**config.mk**
```make
export PLATFORM = sky130hd
export DESIGN_NAME = mod_step_counter
export DESIGN_NICKNAME = d
export VERILOG_FILES = /design/src/rtl/mod_step_counter.sv
export SDC_FILE = /design/constraint.sdc
export NUM_CORES = 1
export LEC_CHECK = 0
export ABC_AREA = 1
export CAP_MARGIN = 30
export CELL_PAD_IN_SITES_DETAIL_PLACEMENT = 1
export CELL_PAD_IN_SITES_GLOBAL_PLACEMENT = 2
export CORE_ASPECT_RATIO = 0.7
export CORE_MARGIN = 3
export CORE_UTILIZATION = 27
export CTS_BUF_LIST = sky130_fd_sc_hd__clkbuf_4 sky130_fd_sc_hd__clkbuf_8
export DETAILED_ROUTE_END_ITERATION = 10
export PLACE_DENSITY_LB_ADDON = 0.25
export SETUP_SLACK_MARGIN = 0.1
export SYNTH_ARGS = -nofsm -noshare
export SYNTH_HDL_FRONTEND = slang
export SYNTH_SLANG_ARGS = --single-unit
```
**constraint.sdc**
```tcl
create_clock -name clk -period 2.5 [get_ports clk]
set_input_delay 0.75 -clock clk [delete_from_list [all_inputs] [get_ports clk]]
set_output_delay 0.75 -clock clk [all_outputs]
set_load 0.01 [all_outputs]
```
**src/rtl/mod_step_counter.sv**
```systemverilog
// mod_step_counter: up/down counter over 0..MAX_VALUE with a programmable step.
// Bound handling is either modulo wrap or clamp (SATURATE). A registered
// one-cycle terminal_count pulse and a sticky overflow flag report bound hits.
module mod_step_counter #(
    parameter int WIDTH      = 8,
    parameter int MAX_VALUE  = 255,
    parameter int STEP_WIDTH = 4,
    parameter int SATURATE   = 0
) (
    input  logic                  clk,
    input  logic                  rst_n,
    input  logic                  clear,
    input  logic                  load,
    input  logic [WIDTH-1:0]      load_value,
    input  logic                  enable,
    input  logic                  up_down,
    input  logic [STEP_WIDTH-1:0] step,
    output logic [WIDTH-1:0]      counter_output,
    output logic                  terminal_count,
    output logic                  overflow_sticky
);

    // Two guard bits: one for the carry past 2**WIDTH-1 and one for the sign
    // of a down-count below zero, so r = cur +/- step never aliases.
    localparam int RW = WIDTH + 2;

    localparam logic signed [RW-1:0] MAX_S  = RW'(MAX_VALUE);
    localparam logic signed [RW-1:0] SPAN_S = RW'(MAX_VALUE + 1);
    localparam logic [WIDTH-1:0]     MAX_W  = WIDTH'(MAX_VALUE);

    logic [WIDTH-1:0]     count_q;
    logic                 tc_q;
    logic                 sticky_q;

    logic [WIDTH-1:0]     count_d;
    logic                 tc_d;
    logic                 sticky_d;

    logic signed [RW-1:0] cur_s;
    logic signed [RW-1:0] step_s;
    logic signed [RW-1:0] sum_s;
    logic signed [RW-1:0] wrap_s;
    logic                 step_zero;
    logic                 out_rng;
    logic                 at_bound;
    logic [WIDTH-1:0]     count_step;
    logic [WIDTH-1:0]     load_clamped;

    // Unbounded step result, range test and corrected value for a count op.
    always_comb begin
        cur_s     = {2'b00, count_q};
        step_s    = {{(RW-STEP_WIDTH){1'b0}}, step};
        step_zero = (step == '0);
        sum_s     = up_down ? (cur_s + step_s) : (cur_s - step_s);

        // Up overflows past MAX_VALUE; down underflows when the sign bit sets.
        if (up_down) begin
            out_rng  = (sum_s > MAX_S);
            at_bound = (sum_s == MAX_S);
            wrap_s   = sum_s - SPAN_S;
        end else begin
            out_rng  = sum_s[RW-1];
            at_bound = (sum_s == '0);
            wrap_s   = sum_s + SPAN_S;
        end

        // A single span correction always lands in range because the
        // largest step never exceeds MAX_VALUE+1.
        if (!out_rng) begin
            count_step = sum_s[WIDTH-1:0];
        end else if (SATURATE != 0) begin
            count_step = up_down ? MAX_W : '0;
        end else begin
            count_step = wrap_s[WIDTH-1:0];
        end
    end

    // Loaded values above the range are pinned to MAX_VALUE.
    always_comb begin
        if ({2'b00, load_value} > MAX_S) begin
            load_clamped = MAX_W;
        end else begin
            load_clamped = load_value;
        end
    end

    // Next-state selection: clear > load > count > hold.
    always_comb begin
        count_d  = count_q;
        tc_d     = 1'b0;
        sticky_d = sticky_q;
        if (clear) begin
            count_d  = '0;
            sticky_d = 1'b0;
        end else if (load) begin
            count_d = load_clamped;
        end else if (enable && !step_zero) begin
            count_d = count_step;
            tc_d    = out_rng || at_bound;
            if (out_rng) begin
                sticky_d = 1'b1;
            end
        end
    end

    // State register; reset is asynchronous so it applies mid-cycle.
    always_ff @(posedge clk or negedge rst_n) begin
        if (!rst_n) begin
            count_q  <= '0;
            tc_q     <= 1'b0;
            sticky_q <= 1'b0;
        end else begin
            count_q  <= count_d;
            tc_q     <= tc_d;
            sticky_q <= sticky_d;
        end
    end

    assign counter_output  = count_q;
    assign terminal_count  = tc_q;
    assign overflow_sticky = sticky_q;

endmodule

```
## Word-level counts from Yosys, hierarchy flattened

Cells that the tools add are included.

- Bits in registers: 10
- Bits of input ports: 18
- Word-level logic and storage cells: 34

- Add/sub/neg operators: 4
- Magnitude comparators: 1
- Eq/ne operators: 2
- Multiplexer cells: 15
- Reduce and logical (&&, ||, !) cells: 9

Operators with widths:

| operator | count |
|---|---|
| $mux 8 | 5 |
| $eq 10x9->1 const B | 1 |
| $gt 10x9->1 const B | 1 |
| $logic_not 10->1 | 1 |
| $mux 10 | 1 |
| $add 8x4->9 | 1 |
| $mux 1 | 9 |
| $sub 8x4->9 | 1 |
| $add 8x1->8 const B | 1 |
| $sub 8x1->8 const B | 1 |
| $logic_not 4->1 | 1 |
| $reduce_bool 2->1 | 2 |
| $reduce_and 3->1 | 1 |
| $reduce_bool 3->1 | 1 |
| $ne 2x2->1 const B | 1 |
| $logic_and 1x1->1 | 1 |
| $logic_not 1->1 | 1 |
| $logic_or 1x1->1 | 1 |

## Longest topological paths before layout

Gate-level depths: netlist of the first run.

- Depth in word-level cells: 8
- Depth in mapped cells: 18

## Least setup slack after synthesis of the first run

No wires, ideal clock.

- Kind: input to register
- Start point: input step[0]
- End point: register tc_q, in the netlist terminal_count
- Setup time: 0.071 ns
- Data arrival time: 2.216 ns
- Required time: 2.429 ns
- Slack: 0.212 ns
- Cell stages on the path: 13
- Path buffers: 0
- Cells stage by stage: ha_1 -> inv_1 -> fa_1 -> or2_1 -> o21ai_0 -> nand2_1 -> a21oi_2 -> nand2_1 -> nor2_1 -> nand3b_1 -> nor2_1 -> nor2_1 -> nor2_1

- Cells in the longest elaborated chain, start to end: 8
- Elaborated cells between the ends (all ways): 15

RTL lines:

| item | line | RTL |
|---|---|---|
| from (decl) | 17 | `input logic [STEP_WIDTH-1:0] step,` |
| $sub 8x4->9 or $add 8x4->9 (tied branches) | 54 | `sum_s = up_down ? (cur_s + step_s) : (cur_s - step_s);` |
| $mux 10 | 54 |  |
| $gt 10x9->1 (tied with other cells) | 58 | `out_rng = (sum_s > MAX_S);` |
| $mux 1 | 57 | `if (up_down) begin` |
| $logic_or 1x1->1 | 99 | `tc_d = out_rng \|\| at_bound;` |
| $mux 1 (*) | 97 | `end else if (enable && !step_zero) begin` |
| $mux 1 (*) | 95 | `end else if (load) begin` |
| $mux 1 (*) | 92 | `if (clear) begin` |
| net tc_d | 36 | `logic tc_d;` |
| to (signal assigned) | 114 | `tc_q <= tc_d;` |
| to (decl) | 32 | `logic tc_q;` |

The timed path passes the listed nets; every way through them passes the cells marked *.
A chain may end at the register's enable or synchronous reset.

## Final worst setup path of the first run

Same ends and word-level chain as after synthesis.

==> results.yml, run 1 <==
outcome:
  status: "complete, no violations"
timing:
  slew_viol_final: 0
  hold_violations: 0
  hold_slack_ns: 0.5427
  rsz0062_at_grt: "no"
  slew_headroom: 0.6687
  timing.fmax_ghz: 0.4419
  skew_ns: 0.0006908
  tightest_slew_ns: 0.4954
  layout_min_cycle_time_ns: 2.263
  finalCritPeriodShare: 0.9052
  finalSetupViolations: 0
  tns_ns: 0
critical_path:
  reg2reg_depth: 14
  crit_path_end_kind: "flip-flop"
  worstReg2RegStart: "counter_output[0]"
  rr_endpoint: "terminal_count"
  crit_start: "step[0]"
  r2r_setup_slack_ns: 0.32
  cp-endpoint: "terminal_count"
  critical_path_required_ns: 2.68
  path_class: "input port to flip-flop"
  critPathArrivalTime_ns: 2.45
  start_kind: "input port"
  critPathMaxFanout: 3
final_layout:
  final_area_sq_um: 1851
  nets: 270
  areaGrowthSynthToFinish_pct: 56.18
  n_fill_cell: 529
  register_area_sq_um: 250.2
  drive_gt1_frac: 0.3000
  diodes: 0
  multi_input_area_sq_um: 904.6
synth:
  yosys_warnings: 0
  syn_area_per_cell_sq_um: 6.370
  synth_fp_nets: 215
  ys_seq_area_frac: 0.2112
  syn_inst: 186
  ys_ff_latch: 10
  netlist_area_sq_um: 1185
  yosysUniqueCellTypes: 24
clocking:
  numCtsBuffers: 3
  clock_sinks: 10
  cts_root_buf: "clkbuf_8"
  clkTransAtPathRegs_ns: 0.05
  insertion_delay_ns: 0.25
  htree_num_levels: 1
  cts_hold_buf: 0
  cts_buffer_depth: 2
  tritoncts: "yes"
worst_hold_path:
  timing.hold.worst.class: "flip-flop to flip-flop"
  holdPathStages: 2
  min-delay-start: "overflow_sticky"
detailed_routing:
  drt_first_pass_iters: 4
  drt_iter0_markers: 58
  vias: 1414
  wirelength_microns: 4391
  post-route-drc-count: 0
  drtAntennaViolNets: 0
  wl_per_cell_microns: 15.04
  via_per_inst: 4.842
die:
  start_util: 0.2915
  die_h_microns: 61.43
  rows: 19
  coreArea_sq_um: 4065
  num_io_pins: 28
  die_w_microns: 85.18
  dieArea_sq_um: 5232
global_routing:
  grtUsageTotal: 0.1717
  grt_pass1_wl_microns: 6865
  grt_overflow_total: 0
  antenna_found_initial: 0
  grt_max_degree: 11
  grt_pass1_vias: 1476
place:
  port_buffers: 27
  gp_congestion: 0.8049
  dpl_cell_area_sq_um: 1669
  place.detailed.hpwl_microns: 3533
job:
  drv_cap: 0
power:
  vdd_drop_max_v: 0.0002270
  p_per_area_nw_per_um2: 488.1
  p_leak_nw: 0.9219
[per-layer routing]
layer	up-vias	share of wire	track usage
met5	-	0	0
met3	4	0.030	0.03075
li1	696	-	-
met1	685	0.46	0.2156
met4	0	0.0087	0.04063
met2	29	0.50	0.3131
[sequential cells by signal (all words and copies together) (netlist names)]
name             flops
terminal_count       1
overflow_sticky      1
counter_output       8
[worst max-delay path: stages]
cell and delay [ns]:
buf_6 0.11, ha_4 0.15, inv_2 0.05, fa_2 0.41, or2_1 0.24, o21ai_2 0.08
nand2_1 0.08, a21oi_2 0.10, nand2_1 0.06, nor2_1 0.10, nand3b_1 0.09, nor2_1 0.10
nor2_1 0.05, nor2_1 0.09
[per-stage QoR]
step	util	setup slack [ns]	std cells	power, mW
2_1_floorplan	-	0.2121	186	0.4381
3_3_place_gp	0.4106	-0.4080	286	0.6097
3_5_place_dp	0.4106	-0.4908	286	0.6284
4_1_cts	0.4374	0.1030	290	0.8737
5_1_grt	0.4552	0.09728	292	0.9622
6_report	0.4552	0.2371	292	0.9033
[what timing repair did]
action	in CTS	in global routing
pin swaps	7	17
resized for setup	20	21
buffers inserted	0	2
setup endpoints to repair	8	4
gates cloned	0	0
[kinds of logic (layout without fill, tap and decap cells)]
kind of cell / after synthesis / in the layout / synth area share
adders and majority gates: 11 / 11 / 0.1288
AOI/OAI and AO/OA: 22 / 22 / 0.1193
and+or+nand+nor: 112 / 112 / 0.4224
DFF: 10 / 10 / 0.2112
buffers and inverters: 31 / 85 / 0.1183
[synthesized netlist by cell type, drive strengths merged]
| cell type | instances | area, sq um |
|---|---|---|
| nand3 | 20 | 100.1 |
| fa | 2 | 40.04 |
| nor2 | 18 | 80.07 |
| a21boi | 1 | 7.510 |
| buf | 4 | 38.78 |
| a22oi | 4 | 30.03 |
| o211ai | 1 | 12.51 |
| nand3b | 3 | 22.52 |
| nor3 | 3 | 15.01 |
| nand2 | 67 | 276.5 |
| ha | 9 | 112.6 |
| dfrtp | 10 | 250.2 |
| o21ai | 6 | 33.78 |
| a21oi | 10 | 57.56 |
| inv | 27 | 101.3 |
| or2 | 1 | 6.260 |
[final cells by class]
type,instances,share of cell area
clock buffer,4,0.02975
inverter,27,0.05477
multi-input combinational,145,0.4888
sequential,10,0.1352
tap,52,0.03516
timing repair buffer,54,0.2563
[report_power, final]
group / internal, mW / leakage, nW / switching (mW) / total (mW)
Clock: 0.140 / 0.0288 / 0.0782 / 0.218
Combinational: 0.227 / 0.764 / 0.252 / 0.478
Sequential: 0.179 / 0.129 / 0.0280 / 0.207
Total: 0.545 / 0.922 / 0.358 / 0.903
[placed cells by master (no fill, tap or decap), drive strengths merged, types with 2 or more instances in the layout]
cell type,instances
nand2,67
buf,28
inv,27
clkdlybuf4s50,23
nand3,20
nor2,18
dfrtp,10
a21oi,10
ha,9
o21ai,6
clkbuf,5
a22oi,4
nor3,3
nand3b,3
fa,2
[worst min path at each step]
stage / end
2_1_floorplan: counter_output[0]
3_3_place_gp: overflow_sticky
3_5_place_dp: overflow_sticky
4_1_cts: overflow_sticky
5_1_grt: overflow_sticky
6_report: overflow_sticky
Power figures use the tool's default switching activity.
==> run 2: changes to the inputs <==
--- a/config.mk
+++ b/config.mk
@@ -11,9 +11,10 @@
 export CELL_PAD_IN_SITES_GLOBAL_PLACEMENT = 2
 export CORE_ASPECT_RATIO = 0.7
 export CORE_MARGIN = 3
-export CORE_UTILIZATION = 27
+export CORE_UTILIZATION = 29
 export CTS_BUF_LIST = sky130_fd_sc_hd__clkbuf_4 sky130_fd_sc_hd__clkbuf_8
 export DETAILED_ROUTE_END_ITERATION = 10
+export GPL_TIMING_DRIVEN = 0
 export PLACE_DENSITY_LB_ADDON = 0.25
 export SETUP_SLACK_MARGIN = 0.1
 export SYNTH_ARGS = -nofsm -noshare
==> constraint.sdc (replaced) <==
create_clock -name clk -period 2.88 [get_ports clk]
set_input_delay 0.864 -clock clk [delete_from_list [all_inputs] [get_ports clk]]
set_output_delay 0.864 -clock clk [all_outputs]
set_load 0.01 [all_outputs]
==> results.yml, run 2 (synthesis results as in run 1) <==
place:
  place.detailed.hpwl_microns: 3206
  dp_slack_ns: -0.2530
  gp_congestion: 0.8068
  port_buffers: 27
critical_path:
  critical_path_required_ns: 3.01
  critPathMaxFanout: 4
  max_stage_delay_ns: 0.44
  crit_path_cell_trace: "dlygate4sd2_1, inv_1, fa_2, nand2_1, nand2_1, nand2_1, nand3b_1, nand2_1, nand2_1, nand3_1, nor2_1, nand2_1, nand2_1, nor2_1, nor2_1"
  cp_slowest_cell: "fa_2"
  path_delay_family: "simple AND/OR/NAND/NOR gates"
  critPathArrivalTime_ns: 2.66
  r2r_setup_slack_ns: 0.72
  path_class: "input port to flip-flop"
  crit_path_end_kind: "flip-flop"
  critical_path_buf_inv_count: 2
  start_kind: "input port"
  crit_top_cell: "nand2_1"
power:
  p_int_mw: 0.4172
  sequentialPowerShare: 0.258
  p_clk_frac: 0.266
  p_comb_frac: 0.477
  p_leak_nw: 0.8151
  p_sw_frac: 0.3936
  p_switching_mw: 0.2708
  vdd_drop_max_v: 0.0001978
  p_per_area_nw_per_um2: 432.0
global_routing:
  grt_pass1_vias: 1415
  grt_overflow_total: 0
  grt_max_degree: 11
  grt_pass1_wl_microns: 6486
  grtUsageTotal: 0.1735
  antenna_found_initial: 0
timing:
  skew_ns: 0.004732
  layout_min_cycle_time_ns: 2.532
  timing.fmax_ghz: 0.3950
  rsz0062_at_grt: "no"
  slew_viol_final: 0
  hold_violations: 0
  finalCritPeriodShare: 0.8791
  slew_headroom: 0.6008
  finalWorstSetupSlack_ns: 0.3481
  tightest_slew_ns: 0.5966
  finalSetupViolations: 0
worst_hold_path:
  timing.hold.worst.class: "flip-flop to flip-flop"
detailed_routing:
  routed.top_layer: "met4"
  drt_first_pass_iters: 4
  wl_met2_microns: 1744
  wirelength_microns: 3790
  via_per_inst: 4.858
  post-route-drc-count: 0
  wl_per_cell_microns: 14.19
  met3WireLength_microns: 151
  drt-met1-wl_microns: 1879
  vias: 1297
  drtAntennaViolNets: 0
  drt_iter0_markers: 29
die:
  coreArea_sq_um: 3716
  dieArea_sq_um: 4901
  die_w_microns: 82.40
  num_io_pins: 28
  start_util: 0.3189
  rows: 18
  die_h_microns: 59.48
clocking:
  numCtsBuffers: 3
  clock_sinks: 10
  cts_hold_buf: 0
  cts_setup_buffers: 0
  htree_num_levels: 1
  insertion_delay_ns: 0.24
  cts_root_buf: "clkbuf_8"
  clkTransAtPathRegs_ns: 0.06
  cts_buffer_depth: 2
  tritoncts: "yes"
final_layout:
  mostFrequentLayoutCells: "nand2_1, clkdlybuf4s50_1, inv_1"
  largest_reg_flops: 8
  nets: 247
  areaGrowthSynthToFinish_pct: 34.42
  final_core_util: 0.4286
  drive_gt1_frac: 0.1429
  register_area_sq_um: 250.2
  multi_input_area_sq_um: 815.8
  diodes: 0
  n_fill_cell: 486
  final_common_cell: "nand2_1"
outcome:
  status: "complete, no violations"
job:
  drv_cap: 0
==> run 2: cell types whose count changed in the layout (fill, tap and decap cells not counted), moves of 2 or more <==
| cell | change |
|---|---|
| buf_4 | -26 |
| ha_1 | +5 |
| ha_4 | -4 |
| inv_1 | +3 |
| inv_2 | -3 |
| nand2_1 | +6 |
| nand2_2 | -6 |
| nand3_1 | +2 |
| nand3_2 | -2 |
==> run 2: layout make-up <==
cell class	count	share of cell area
timing repair buffer	27	0.1689
sequential	10	0.1571
clock buffer	4	0.03456
multi-input combinational	145	0.5122
inverter	27	0.06363
buffer	4	0.02435
tap	50	0.03928
==> run 2: path summary, 6_finish.rpt <==
check	start	to	cells past startpoint
setup / recovery	step[1]	terminal_count	15
hold / removal	overflow_sticky	overflow_sticky	2
setup reg to reg	counter_output[0]	terminal_count	14
hold reg to reg	overflow_sticky	overflow_sticky	2
max in group asynchronous	rst_n	terminal_count	1
min in group asynchronous	rst_n	overflow_sticky	1
==> run 2: repair_timing <==
item                                    CTS  global route
pin swaps                                 0             2
gates cloned                              0             0
endpoints found under the hold margin     0             0
endpoints found under the setup margin    1             1
resized for setup                         2            10
==> run 2: layer usage <==
layer  GRT usage  vias to the layer above
met5           0                        -
met4     0.02133                        0
met3     0.03951                        2
met2      0.2888                       28
met1      0.2352                      618
li1            -                      649
==> run 2: through the flow <==
step | cells | setup TNS, ns | power (mW) | hold WS (ns) | area, sq um
2_1_floorplan | 186 | 0 | 0.3803 | 0.5141 | 1185
3_3_place_gp | 263 | -0.2468 | 0.4908 | 0.4742 | 1518
3_5_place_dp | 263 | -0.3538 | 0.5032 | 0.4778 | 1518
4_1_cts | 267 | 0 | 0.6865 | 0.4928 | 1570
5_1_grt | 267 | 0 | 0.7480 | 0.5428 | 1593
6_report | 267 | 0 | 0.6880 | 0.4866 | 1593
==> run 2: power groups by stage <==
stage                     combinational [mW]  sequential, mW  clock (mW)
after floorplan                        0.200           0.180           0
after global placement                 0.313           0.178           0
after detailed placement               0.324           0.179           0
after CTS                              0.325           0.177       0.184
after global routing                   0.375           0.180       0.193
final                                  0.328           0.177       0.183
==> run 2: worst reg2reg max path: cells and delay by family, from the launching register on <==
kind	cells	cell delay [ns]
DFF	1	0.37
AOI/OAI and AO/OA	2	0.18
and+or+nand+nor	8	0.79
adders and majority gates	2	0.60
buffers and inverters	2	0.15
